### config.mk
export PLATFORM = sky130hd
export DESIGN_NAME = seq_pattern_tx_flat
export DESIGN_NICKNAME = d
export VERILOG_FILES = /design/src/rtl/seq_pattern_tx_if.sv /design/src/rtl/seq_pattern_tx.sv /design/src/flat_wrapper.sv
export SDC_FILE = /design/constraint.sdc
export NUM_CORES = 1
export LEC_CHECK = 0
export CAP_MARGIN = 10
export CORE_MARGIN = 5
export CORE_UTILIZATION = 42
export DETAILED_ROUTE_END_ITERATION = 8
export GPL_TIMING_DRIVEN = 0
export PLACE_DENSITY = 0.73
export SETUP_SLACK_MARGIN = 0.2
export SKIP_CTS_REPAIR_TIMING = 1
export SYNTH_ARGS = -nofsm -noshare
export SYNTH_HDL_FRONTEND = slang
export SYNTH_SLANG_ARGS = --single-unit
### constraint.sdc
create_clock -name clk -period 1.9 [get_ports clk]
set_clock_uncertainty 0.05 [all_clocks]
set_input_delay 0.19 -clock clk [delete_from_list [all_inputs] [get_ports clk]]
set_output_delay 0.19 -clock clk [all_outputs]
set_load 0.02 [all_outputs]
### src/rtl/seq_pattern_tx_if.sv
// seq_pattern_tx_if: control and serial-output bundle of the pattern transmitter.
//   master modport: the controller side (drives the frame request, watches the serial stream)
//   slave modport : the transmitter side (seq_pattern_tx)
//   start, use_default, pattern_in, rep_cnt, gap_len : frame request fields
//   x, x_valid, frame_start, busy, done              : serial stream and status
interface seq_pattern_tx_if #(
    parameter int unsigned PAT_W = 4,
    parameter int unsigned REP_W = 4,
    parameter int unsigned GAP_W = 3
);
    logic             start;
    logic             use_default;
    logic [PAT_W-1:0] pattern_in;
    logic [REP_W-1:0] rep_cnt;
    logic [GAP_W-1:0] gap_len;
    logic             x;
    logic             x_valid;
    logic             frame_start;
    logic             busy;
    logic             done;

    modport master (
        output start, use_default, pattern_in, rep_cnt, gap_len,
        input  x, x_valid, frame_start, busy, done
    );

    modport slave (
        input  start, use_default, pattern_in, rep_cnt, gap_len,
        output x, x_valid, frame_start, busy, done
    );
endinterface

### src/rtl/seq_pattern_tx.sv
// seq_pattern_tx: serial pattern transmitter, one bit per clock, MSB first.
// A frame is a PAT_W-bit pattern repeated 1..2^REP_W-1 times with an optional
// gap of idle (zero, x_valid=0) cycles between repetitions.
//   clk   : rising-edge clock
//   reset : synchronous, active-high reset
//   bus   : seq_pattern_tx_if.slave
//           start/use_default/pattern_in/rep_cnt/gap_len are sampled only in idle;
//           x/x_valid/frame_start/busy/done are all registered.
module seq_pattern_tx #(
    parameter int unsigned     PAT_W   = 4,
    parameter logic [PAT_W-1:0] PATTERN = 4'b1001,
    parameter int unsigned     REP_W   = 4,
    parameter int unsigned     GAP_W   = 3
) (
    input  logic          clk,
    input  logic          reset,
    seq_pattern_tx_if.slave bus
);
    localparam int unsigned IDX_W = (PAT_W > 1) ? $clog2(PAT_W) : 1;
    localparam logic [IDX_W-1:0] MSB_IDX = IDX_W'(PAT_W - 1);

    typedef enum logic [1:0] {StIdle, StShift, StGap, StDone} state_e;

    state_e           state;
    logic [PAT_W-1:0] pat;
    logic [REP_W-1:0] reps_left;
    logic [GAP_W-1:0] gap;
    logic [GAP_W-1:0] gap_cnt;
    logic [IDX_W-1:0] bit_idx;   // index of the bit currently on x
    logic             x;
    logic             x_valid;
    logic             frame_start;
    logic             busy;
    logic             done;

    logic [PAT_W-1:0] pat_sel;
    logic [REP_W-1:0] reps_sel;

    assign pat_sel  = bus.use_default ? PATTERN : bus.pattern_in;
    assign reps_sel = (bus.rep_cnt == '0) ? REP_W'(1) : bus.rep_cnt;

    assign bus.x           = x;
    assign bus.x_valid     = x_valid;
    assign bus.frame_start = frame_start;
    assign bus.busy        = busy;
    assign bus.done        = done;

    always_ff @(posedge clk) begin
        if (reset) begin
            state       <= StIdle;
            pat         <= '0;
            reps_left   <= '0;
            gap         <= '0;
            gap_cnt     <= '0;
            bit_idx     <= '0;
            x           <= 1'b0;
            x_valid     <= 1'b0;
            frame_start <= 1'b0;
            busy        <= 1'b0;
            done        <= 1'b0;
        end else begin
            case (state)
                StIdle: begin
                    done <= 1'b0;
                    if (bus.start) begin
                        // First bit goes out on the same edge that accepts the request.
                        pat         <= pat_sel;
                        reps_left   <= reps_sel;
                        gap         <= bus.gap_len;
                        bit_idx     <= MSB_IDX;
                        x           <= pat_sel[PAT_W-1];
                        x_valid     <= 1'b1;
                        frame_start <= 1'b1;
                        busy        <= 1'b1;
                        state       <= StShift;
                    end else begin
                        x           <= 1'b0;
                        x_valid     <= 1'b0;
                        frame_start <= 1'b0;
                        busy        <= 1'b0;
                    end
                end
                StShift: begin
                    if (bit_idx != '0) begin
                        bit_idx     <= bit_idx - IDX_W'(1);
                        x           <= pat[bit_idx - IDX_W'(1)];
                        frame_start <= 1'b0;
                    end else if (reps_left > REP_W'(1)) begin
                        reps_left <= reps_left - REP_W'(1);
                        if (gap != '0) begin
                            gap_cnt     <= gap;
                            x           <= 1'b0;
                            x_valid     <= 1'b0;
                            frame_start <= 1'b0;
                            state       <= StGap;
                        end else begin
                            bit_idx     <= MSB_IDX;
                            x           <= pat[PAT_W-1];
                            frame_start <= 1'b1;
                        end
                    end else begin
                        x           <= 1'b0;
                        x_valid     <= 1'b0;
                        frame_start <= 1'b0;
                        done        <= 1'b1;
                        state       <= StDone;
                    end
                end
                StGap: begin
                    // gap_cnt holds the number of gap cycles still to show, including this one.
                    if (gap_cnt == GAP_W'(1)) begin
                        bit_idx     <= MSB_IDX;
                        x           <= pat[PAT_W-1];
                        x_valid     <= 1'b1;
                        frame_start <= 1'b1;
                        state       <= StShift;
                    end else begin
                        gap_cnt <= gap_cnt - GAP_W'(1);
                    end
                end
                StDone: begin
                    busy  <= 1'b0;
                    done  <= 1'b0;
                    state <= StIdle;
                end
                default: begin
                    state <= StIdle;
                end
            endcase
        end
    end
endmodule

### src/flat_wrapper.sv
// flat-port wrapper written by rule: the top's interface ports become plain ports
module seq_pattern_tx_flat 
#(
    parameter int unsigned     PAT_W   = 4,
    parameter logic [PAT_W-1:0] PATTERN = 4'b1001,
    parameter int unsigned     REP_W   = 4,
    parameter int unsigned     GAP_W   = 3
)
  (clk, reset, bus_start, bus_use_default, bus_pattern_in, bus_rep_cnt, bus_gap_len, bus_x, bus_x_valid, bus_frame_start, bus_busy, bus_done);
  seq_pattern_tx_if #(.PAT_W(PAT_W), .REP_W(REP_W), .GAP_W(GAP_W)) bus_i ();
  input  logic clk;
  input  logic reset;
  input wire logic [$bits(bus_i.start)-1:0] bus_start;
  input wire logic [$bits(bus_i.use_default)-1:0] bus_use_default;
  input wire logic [$bits(bus_i.pattern_in)-1:0] bus_pattern_in;
  input wire logic [$bits(bus_i.rep_cnt)-1:0] bus_rep_cnt;
  input wire logic [$bits(bus_i.gap_len)-1:0] bus_gap_len;
  output wire logic [$bits(bus_i.x)-1:0] bus_x;
  output wire logic [$bits(bus_i.x_valid)-1:0] bus_x_valid;
  output wire logic [$bits(bus_i.frame_start)-1:0] bus_frame_start;
  output wire logic [$bits(bus_i.busy)-1:0] bus_busy;
  output wire logic [$bits(bus_i.done)-1:0] bus_done;
  assign bus_i.start = bus_start;
  assign bus_i.use_default = bus_use_default;
  assign bus_i.pattern_in = bus_pattern_in;
  assign bus_i.rep_cnt = bus_rep_cnt;
  assign bus_i.gap_len = bus_gap_len;
  assign bus_x = bus_i.x;
  assign bus_x_valid = bus_i.x_valid;
  assign bus_frame_start = bus_i.frame_start;
  assign bus_busy = bus_i.busy;
  assign bus_done = bus_i.done;
  seq_pattern_tx #(.PAT_W(PAT_W), .PATTERN(PATTERN), .REP_W(REP_W), .GAP_W(GAP_W)) u_core (.clk(clk), .reset(reset), .bus(bus_i));
endmodule
==> out/qor_table.md <==
| Parameter | This run | Unit |
|---|---|---|
| Via count of the first global-routing pass | 1247 | - |
| Placed Instance Area | 1720 | um^2 |
| Hold WS | 0.344 | ns |
| Global-route congestion overflow total | 0 | - |
| GRT Total Usage | 16.1 | % |
| Drc violations | 0 | - |
| Commonest cells post-synth | sky130_fd_sc_hd__dfxtp_1, sky130_fd_sc_hd__nand2_1, sky130_fd_sc_hd__a21oi_1, sky130_fd_sc_hd__nor2_1, sky130_fd_sc_hd__inv_1 | - |
| Portion of the clock cycle consumed by the worst path in the final layout | 93.5 | % |
| TritonCTS buffer count | 3 | - |
| Post-route design area | 1940 | um^2 |
| Antenna violations before repair | 0 | - |
| IR drop worst, VDD | 623 | uV |
| Core Footprint | 3340 | um^2 |
| Largest net degree at the start of global routing | 13 | - |
| Most area-hungry cell type in the Yosys netlist | sky130_fd_sc_hd__dfxtp_1 | - |
| Syn nets | 200 | - |
| Part of the Yosys area used for sequential elements | 31.8 | % |
| Post-Syn Area per Cell | 8.22 | um^2 |
| Startpoint of the tightest hold check path | bus_gap_len[0] | - |
| Multi-input combinational cell area | 1020 | um^2 |
| Biggest area contributors in the synthesized netlist | sky130_fd_sc_hd__dfxtp_1, sky130_fd_sc_hd__ha_1, sky130_fd_sc_hd__nand2_1 | - |
| Mapped cell area | 1450 | um^2 |
| Req. time, crit path | 2.12 | ns |
| Crit-path max cell delay | 0.44 | ns |
| Number of enable-type register cells in the synthesized netlist | 0 | - |
| Slew Limit Fails | 0 | - |
| Kind of cell adding the most delay to the critical path | simple AND/OR/NAND/NOR gates | - |
| Kind of start point of the critical path | flip-flop | - |
| Number of vias per cell after detailed routing | 5.62 | - |
| Wire length reported by the detailed router | 3610 | um |
| R2R Path Start | u_core.state[1]$_SDFFE_PP0P_ | - |
| Placed Instances | 241 | - |
| Crit-path max FO | 8 | - |
| Count of different cell masters after synthesis | 56 | - |
| Drt wl/cell | 14.3 | um |
| Non-filler cells, final | 253 | - |
| Share of post-route cells with drive strength above 1 | 23.2 | % |
| Slowest library cell on the worst path | sky130_fd_sc_hd__or4b_1 | - |
| RSZ-0062 raised after global routing | true | - |
| Number of input and output port buffers inserted | 19 | - |
| CTS sink count | 23 | - |
| Initial Utilization | 43.3 | % |
| Area enclosed by the die boundary | 4720 | um^2 |
| H-tree Lvls | 1 | - |
| Reg2reg path depth | 7 | - |
| Run status | completed | - |
| Layout overhead on the synthesized area | 33.8 | % |
| Clock Root Buffer | sky130_fd_sc_hd__clkbuf_4 | - |
| End of the worst hold path | u_core.gap[0]$_SDFFE_PP0P_ | - |
| Flip-flop and latch count after synthesis | 23 | - |
| Setup TNS | 0 | ns |
| Buffers plus inverters on the worst setup path | 2 | - |
| Maximum Capacitance Violations | 0 | - |
| Async set-reset flop share out of synthesis | 0 | % |
| Number of placement rows | 21 | - |
| Net count, final | 232 | - |
| Final setup violation count | 0 | - |
| Peak clock frequency supported by timing | 0.563 | GHz |
| Setup slack of the most critical reg-to-reg path | 0.12 | ns |
| Total area of sequential cells | 474 | um^2 |
| Post-DP HPWL | 2560 | um |
| Vias after detailed routing | 1421 | - |
| Count leader, synth | sky130_fd_sc_hd__dfxtp_1 | - |
| Tightest Pin Transition | 0.529 | ns |
| Wire length of the first global-routing pass | 5780 | um |
| Crit path arrival time | 1.99 | ns |
| CTS tree | done | - |
| Leading register cell type out of synthesis | sky130_fd_sc_hd__dfxtp_1 | - |
| Worst setup EP type | flip-flop | - |
| Leakage | 0.725 | nW |
| Final hold vios | 0 | - |
| I/O pin count | 20 | - |
| Path class of the lowest-slack min-delay path | in -> reg | - |
| Max_slew headroom | 64.8 | % |
| Iteration-0 DRC Markers | 45 | - |
| Critical path cell sequence | inv_4 -> ha_4 -> buf_6 -> or4b_1 -> a21o_1 -> and4_4 -> nor3_2 | - |
| Cell Pwr Density | 1480 | nW/um^2 |
| Ant diodes | 0 | - |
| Clock network latency to the later pin of the worst-skew pair | 0.33 | ns |
| Synthesized instance count | 176 | - |
| RR Endpoint | u_core.bus.x_valid$_SDFFE_PP0P_ | - |
| Final GP Congestion | 0.843 | - |
| Total of fill cells in the finished design | 301 | - |
| Top-area cell type share of the netlist area | 31.8 | % |
| Critical setup path kind | reg -> reg | - |
| Number of antenna-violating nets in the routed design | 0 | - |
| Cell depth of the worst hold path | 3 | - |
| DIE HEIGHT | 68.7 | um |
| Die X | 68.7 | um |
| Clock slew at reported path FFs | 0.13 | ns |
| Number of search-and-repair iterations in the first detailed-routing pass | 4 | - |
| Number of warnings reported in the yosys synthesis log | 0 | - |
| Maximum buffer depth of the clock tree | 2 | - |
| Shortest clock period the worst path allows after layout | 1.78 | ns |
[state kept, by name, indices dropped and copies added (netlist names), 2 cells and up]
| name | cells |
|---|---|
| u_core.pat | 4 |
| u_core.reps_left | 4 |
| u_core.gap | 3 |
| u_core.gap_cnt | 3 |
| u_core.bit_idx | 2 |
| u_core.state | 2 |
[final cells by class]
cell class	count	area share [%]
timing repair buffer	27	12.9
sequential	23	24.5
multi-input combinational	133	52.8
buffer	8	2.84
clock buffer	4	1.36
inverter	12	2.59
tap	46	2.97
[cells by family (layout without fill, tap and decap cells)]
family / after synthesis / count (layout) / share of synthesized area, %
compound gates: 49 / 49 / 23.3
mux: 6 / 6 / 5.10
fa+ha+maj: 9 / 9 / 7.79
flops: 23 / 23 / 31.8
simple gates: 69 / 69 / 26.3
buf+inv: 20 / 51 / 5.71
[per-layer routing]
layer  GRT usage (%)  routed length (um)  vias up  part of all wire, %
met5               0                   0        -                    0
met2            26.5                1780       31                   49
li1                -                   -      707                    -
met4            5.21                  53        0                  1.5
met3            2.59                 178        7                  4.9
met1            21.3                1600      676                   44
[where the power goes]
part	total [mW]	internal [mW]	switching (mW)
Combinational	1.86	0.911	0.952
Sequential	0.754	0.632	0.122
Clock	0.241	0.0825	0.158
Total	2.86	1.63	1.23
[worst max-delay path by stage]
stage / from / to / slack (ns) / cells past startpoint
final: u_core.state[1]$_SDFFE_PP0P_ / u_core.bus.x_valid$_SDFFE_PP0P_ / 0.12 / 7
after global routing: u_core.reps_left[0]$_SDFFE_PP0P_ / u_core.gap_cnt[1]$_SDFFE_PP0P_ / 0.06 / 7
after CTS: u_core.reps_left[0]$_SDFFE_PP0P_ / u_core.bus.x$_SDFFE_PP0N_ / 0.02 / 7
after global placement: reset / u_core.gap_cnt[2]$_SDFFE_PP0P_ / -0.13 / 5
after detailed placement: reset / u_core.gap_cnt[2]$_SDFFE_PP0P_ / -0.13 / 5
after floorplan: u_core.reps_left[0]$_SDFFE_PP0P_ / u_core.gap_cnt[1]$_SDFFE_PP0P_ / 0.18 / 7
[per-stage QoR]
| stage | setup WS [ns] | total power, mW | util [%] |
|---|---|---|---|
| after floorplan | 0.179 | 1.88 | - |
| after global placement | -0.130 | 2.22 | 51.4 |
| after detailed placement | -0.127 | 2.23 | 51.4 |
| after CTS | 0.0209 | 2.47 | 52.2 |
| after global routing | 0.0627 | 3.07 | 58.0 |
| final | 0.123 | 2.86 | 58.0 |
[worst min-delay path, stage by stage]
cell                              delay [ns]
sky130_fd_sc_hd__clkdlybuf4s50_1        0.39
sky130_fd_sc_hd__nand2_1                0.06
sky130_fd_sc_hd__a21oi_1                0.05
[placed cells by master, fill, tap and decap left out, types with 3 or more instances in the layout]
| master | count |
|---|---|
| sky130_fd_sc_hd__nand2_1 | 21 |
| sky130_fd_sc_hd__clkdlybuf4s50_1 | 19 |
| sky130_fd_sc_hd__dfxtp_1 | 18 |
| sky130_fd_sc_hd__nor2_1 | 14 |
| sky130_fd_sc_hd__a21oi_1 | 13 |
| sky130_fd_sc_hd__buf_4 | 8 |
| sky130_fd_sc_hd__inv_1 | 6 |
| sky130_fd_sc_hd__ha_1 | 5 |
| sky130_fd_sc_hd__clkbuf_1 | 4 |
| sky130_fd_sc_hd__o21ai_0 | 4 |
| sky130_fd_sc_hd__mux2i_1 | 4 |
| sky130_fd_sc_hd__nor3_1 | 4 |
| sky130_fd_sc_hd__ha_4 | 4 |
| sky130_fd_sc_hd__inv_2 | 3 |
| sky130_fd_sc_hd__nand2b_1 | 3 |
| sky130_fd_sc_hd__buf_6 | 3 |
| sky130_fd_sc_hd__o21a_1 | 3 |
| sky130_fd_sc_hd__o21ai_1 | 3 |
| sky130_fd_sc_hd__a211oi_1 | 3 |
| sky130_fd_sc_hd__nand4_1 | 3 |
| sky130_fd_sc_hd__clkbuf_4 | 3 |
| sky130_fd_sc_hd__dfxtp_4 | 3 |
Note: power is estimated with default switching activity, not from simulation.
